===== config.mk =====
export PLATFORM = sky130hd
export DESIGN_NAME = uart_rx_deframer
export DESIGN_NICKNAME = d
export VERILOG_FILES = /design/src/rtl/uart_rx_deframer.sv
export SDC_FILE = /design/constraint.sdc
export NUM_CORES = 1
export LEC_CHECK = 0
export BUFFER_PORTS_ARGS = -buffer_cell sky130_fd_sc_hd__buf_2
export CAP_MARGIN = 5
export CELL_PAD_IN_SITES_DETAIL_PLACEMENT = 0
export CELL_PAD_IN_SITES_GLOBAL_PLACEMENT = 1
export CORE_ASPECT_RATIO = 0.8
export CORE_MARGIN = 5
export CORE_UTILIZATION = 49
export CTS_CLUSTER_SIZE = 16
export DETAILED_ROUTE_END_ITERATION = 8
export MAX_ROUTING_LAYER = met4
export PLACE_DENSITY = 0.79
export SYNTH_ARGS = -nofsm -noshare
export SYNTH_HDL_FRONTEND = slang
export SYNTH_SLANG_ARGS = --single-unit

===== constraint.sdc =====
create_clock -name rx_clk -period 3.6 [get_ports rx_clk]
set_input_delay 0.36 -clock rx_clk [delete_from_list [all_inputs] [get_ports rx_clk]]
set_output_delay 0.36 -clock rx_clk [all_outputs]
set_load 0.02 [all_outputs]

===== src/rtl/uart_rx_deframer.sv =====
// UART receive deframer: one sampled line bit per rx_clk edge, assembles LSB-first
// characters and presents them under a valid/ack handshake with error status.
module uart_rx_deframer #(
    parameter int DATA_BITS  = 8,
    parameter int PARITY_EN  = 0,
    parameter int PARITY_ODD = 0,
    parameter int STOP_BITS  = 1
) (
    input  logic                 rx_clk,
    input  logic                 rst,
    input  logic                 data_bit,
    input  logic                 rx_ack,
    output logic [DATA_BITS-1:0] rx_data,
    output logic                 rx_valid,
    output logic                 parity_err,
    output logic                 frame_err,
    output logic                 overrun_err,
    output logic                 break_det,
    output logic                 busy
);

    typedef enum logic [2:0] {IDLE, DATA, PARITY, STOP, WAIT_IDLE} state_t;

    localparam logic [3:0] LAST_BIT  = 4'(DATA_BITS - 1);
    localparam logic [1:0] LAST_STOP = 2'(STOP_BITS - 1);
    localparam logic       ODD       = (PARITY_ODD != 0);

    state_t                state_reg, state_next;
    logic [DATA_BITS-1:0]  shift_reg, shift_next;
    logic [3:0]            bit_cnt_reg, bit_cnt_next;
    logic [1:0]            stop_cnt_reg, stop_cnt_next;
    logic                  perr_reg, perr_next;
    logic                  complete;
    logic                  frame_next;
    logic                  break_next;

    always_comb begin
        state_next    = state_reg;
        shift_next    = shift_reg;
        bit_cnt_next  = bit_cnt_reg;
        stop_cnt_next = stop_cnt_reg;
        perr_next     = perr_reg;
        complete      = 1'b0;
        frame_next    = 1'b0;
        break_next    = 1'b0;
        case (state_reg)
            IDLE: begin
                if (!data_bit) begin
                    state_next   = DATA;
                    bit_cnt_next = 4'd0;
                    perr_next    = 1'b0;
                end
            end
            DATA: begin
                shift_next   = {data_bit, shift_reg[DATA_BITS-1:1]};
                bit_cnt_next = bit_cnt_reg + 4'd1;
                if (bit_cnt_reg == LAST_BIT) begin
                    stop_cnt_next = 2'd0;
                    state_next    = (PARITY_EN != 0) ? PARITY : STOP;
                end
            end
            PARITY: begin
                perr_next  = (^shift_reg) ^ data_bit ^ ODD;
                state_next = STOP;
            end
            STOP: begin
                if (data_bit) begin
                    if (stop_cnt_reg != LAST_STOP) begin
                        stop_cnt_next = stop_cnt_reg + 2'd1;
                    end else begin
                        complete   = 1'b1;
                        state_next = IDLE;
                    end
                end else begin
                    // A low first stop bit after an all-zero character is a line break.
                    frame_next = 1'b1;
                    break_next = (stop_cnt_reg == 2'd0) && (shift_reg == '0);
                    state_next = WAIT_IDLE;
                end
            end
            WAIT_IDLE: begin
                if (data_bit) state_next = IDLE;
            end
            default: state_next = IDLE;
        endcase
    end

    always_ff @(posedge rx_clk or posedge rst) begin
        if (rst) begin
            state_reg    <= IDLE;
            shift_reg    <= '0;
            bit_cnt_reg  <= 4'd0;
            stop_cnt_reg <= 2'd0;
            perr_reg     <= 1'b0;
            rx_data      <= '0;
            rx_valid     <= 1'b0;
            parity_err   <= 1'b0;
            frame_err    <= 1'b0;
            overrun_err  <= 1'b0;
            break_det    <= 1'b0;
        end else begin
            state_reg    <= state_next;
            shift_reg    <= shift_next;
            bit_cnt_reg  <= bit_cnt_next;
            stop_cnt_reg <= stop_cnt_next;
            perr_reg     <= perr_next;
            frame_err    <= frame_next;
            break_det    <= break_next;
            if (complete) begin
                // An unread, unacknowledged character wins; the new one is dropped.
                if (!rx_valid || rx_ack) begin
                    rx_data    <= shift_reg;
                    parity_err <= perr_reg;
                    rx_valid   <= 1'b1;
                end else begin
                    overrun_err <= 1'b1;
                end
            end else if (rx_ack && rx_valid) begin
                rx_valid    <= 1'b0;
                overrun_err <= 1'b0;
            end
        end
    end

    assign busy = (state_reg != IDLE);

endmodule


==> flow_summary.toml <==
[floorplanning]
dieArea_mm2 = 0.00423
start_util_pct = 52.3
fp-row-count = 17
core_mm2 = 0.00283
die_h_um = 59.2
io_pins = 18
die_w_um = 71.5

[yosys]
synth.cell_area_mm2 = 0.00148
ys_seq_area_share_pct = 52.4
syn-num-nets = 132
syn_inst = 122
syn_avg_cell_area_um2 = 12.1
ys_types = 35
synth-warning-count = 0
synth-seq-cells = 31

[pwr]
combPwrFrac_pct = 44.2
switching_share_pct = 36.9
p_switching_mw = 0.555
ir_worst_vdd_mv = 0.513
p_leak_nw = 0.888
p_int_mw = 0.948
pwr-share-clk_pct = 16.9
pwr-share-seq_pct = 38.9
p_total_mw = 1.50
powerDensity_mw_per_mm2 = 888

[clock_network]
clkSinkCount = 31
post_cts_resized = 0
clk_pin_slew_ns = 0.06
root_buffer = "clkbuf_8"
cts-buffers-inserted = 5
cts_hold_buf = 0
cts_buffer_depth = 2
cts_tree = "done"
clk_latency_ns = 0.28
cts-htree-levels = 2
postCtsSetupRepairBufs = 0

[critical_path]
rr_worst_depth = 5
startpoint_type = "register"
worst-path-max-fanout = 9
cp.arrival_ns = 2.13
worst-r2r-setup-slack_ns = 1.63
regToRegStartpoint = "stop_cnt_reg[0]$_DFFE_PP0P_"
required_ns = 3.76
crit_type = "reg2reg"
r2r_end = "rx_data[3]$_DFFE_PP0P_"
end_kind = "register"

[route]
vias = 947
wl_per_cell_um = 14.0
routed_wl_um = 2550
post_drt_via_cell_ratio = 5.20
drt_first_iter_violations = 40
antenna_left = 0
drcViolationCount = 0
first_pass_iters = 4

[place]
routabilityCongestion = 0.779
placed_cell_area_mm2 = 0.00159
dpl.hpwl_um = 1870
numPortBuffers = 17
place_ws_ns = 1.63

[sta]
rsz0062_at_grt = "no"
fmax_mhz = 509
slew_violations = 0
finalWorstPathRequiredPeriod_ns = 1.97
final.setup.tns_ns = 0
setup_viol = 0
period_share_pct = 54.6
max_slew_margin_pct = 51.8
worstMarginPinSlew_ns = 0.720
fin_ws_ns = 1.63
finalHoldViolations = 0
clock_skew_ns = 0.00473

[global_routing]
grt_max_degree = 32
grt.total_usage_pct = 14.5
grt_antenna_before_repair = 0
met1_usage_pct = 16.9
top_usage_layer = "met2"
grt_pass1_vias = 991
grt_pass1_wl_um = 4530
met3_usage_pct = 4.41
use_met2_pct = 22.1
gr-total-overflow = 0

[layout]
multi_input_area_um2 = 617
final_cell_mix = "dfrtp_1, buf_2, inv_1"
nFillCells = 242
fin_area_mm2 = 0.00169
drive_above_1_share_pct = 26.4
layout_commonest_cell = "dfrtp_1"
syn_to_final_growth_pct = 14.5
antennaDiodeCount = 0
fin_util_pct = 59.9
regArea_um2 = 776
nets = 153

[flow_run]
max_cap_viol_count = 0

[status]
status = "complete, no violations"

[worst_hold_path]
min_path_type = "in2async"
cell usage after synthesis:
cell	count	area, µm²
nand3_1	4	20.0
mux2i_1	9	90.1
xnor2_1	2	17.5
nor2_1	3	11.3
mux2_2	11	124
a211o_1	1	8.76
buf_6	1	11.3
nor2b_1	1	6.26
nor4_1	1	6.26
o21ai_0	2	10.0
nor3_1	3	15.0
a21boi_0	1	7.51
inv_1	14	52.6
o2bb2ai_1	4	35.0
dfrtp_1	31	776
a21oi_1	4	20.0
a22oi_1	1	7.51
nand3b_4	1	20.0
a22o_1	1	8.76
nor3b_2	1	12.5
or2b_1	2	15.0
buf_2	1	5.00
clkbuf_1	1	3.75
nand2b_1	1	6.26
o41ai_1	1	8.76
and2b_1	1	7.51
nor4b_1	1	8.76
ha_1	6	75.1
a21o_1	1	7.51
and3b_1	1	8.76
nand2_1	5	18.8
o31ai_1	1	7.51
nor4bb_1	1	10.0
xnor3_1	1	22.5
buf_4	2	15.0
layer usage:
metal  part of all wire, %  up-vias
met5                     0        -
met4                   2.0        0
met3                   5.1        6
met2                    44       20
met1                    48      457
li1                      -      464
metrics by stage:
stage	hold slack (ns)	instances
final	0.151	182
after global routing	0.192	182
after CTS	0.343	181
after detailed placement	0.485	173
after global placement	0.474	173
after floorplan	0.453	122
critical path, stage by stage (launching register included):
cell and delay (ns):
dfrtp_1 0.38, inv_1 0.09, ha_1 0.23, nand2_1 0.12, nor3b_2 0.62, mux2_2 0.41
power by group through the flow:
stage | clock [mW] | combinational (mW) | sequential (mW)
5_1_grt | 0.281 | 0.740 | 0.604
4_1_cts | 0.264 | 0.675 | 0.586
6_report | 0.254 | 0.665 | 0.585
2_1_floorplan | 0 | 0.489 | 0.618
3_5_place_dp | 0 | 0.674 | 0.590
3_3_place_gp | 0 | 0.658 | 0.580
logic make-up after synthesis:
family,synth area share (%)
XOR/XNOR,2.71
flip-flops,52.4
multiplexers,14.5
AO/OA/AOI/OAI,8.20
buffers and inverters,5.92
adder cells (fa/ha/maj),5.07
AND/OR/NAND/NOR,11.2
layout make-up:
class                           count  area share [%]
Tap cell                           38            2.81
Multi-Input combinational cell     72            36.4
Clock buffer                        7            4.51
Sequential cell                    31            45.8
Inverter                           14            3.10
Clock inverter                      1           0.295
Timing Repair Buffer               19            7.09
worst max-delay path by stage:
| stage | startpoint | end | slack (ns) |
|---|---|---|---|
| 3_3_place_gp | stop_cnt_reg[0]$_DFFE_PP0P_ | parity_err$_DFFE_PP0P_ | 1.69 |
| 4_1_cts | stop_cnt_reg[0]$_DFFE_PP0P_ | rx_data[3]$_DFFE_PP0P_ | 1.60 |
| 2_1_floorplan | stop_cnt_reg[0]$_DFFE_PP0P_ | parity_err$_DFFE_PP0P_ | 2.10 |
| 5_1_grt | stop_cnt_reg[0]$_DFFE_PP0P_ | parity_err$_DFFE_PP0P_ | 1.47 |
| 6_report | stop_cnt_reg[0]$_DFFE_PP0P_ | rx_data[3]$_DFFE_PP0P_ | 1.63 |
| 3_5_place_dp | stop_cnt_reg[0]$_DFFE_PP0P_ | rx_data[3]$_DFFE_PP0P_ | 1.63 |
Note: power is estimated with default switching activity, not from simulation.
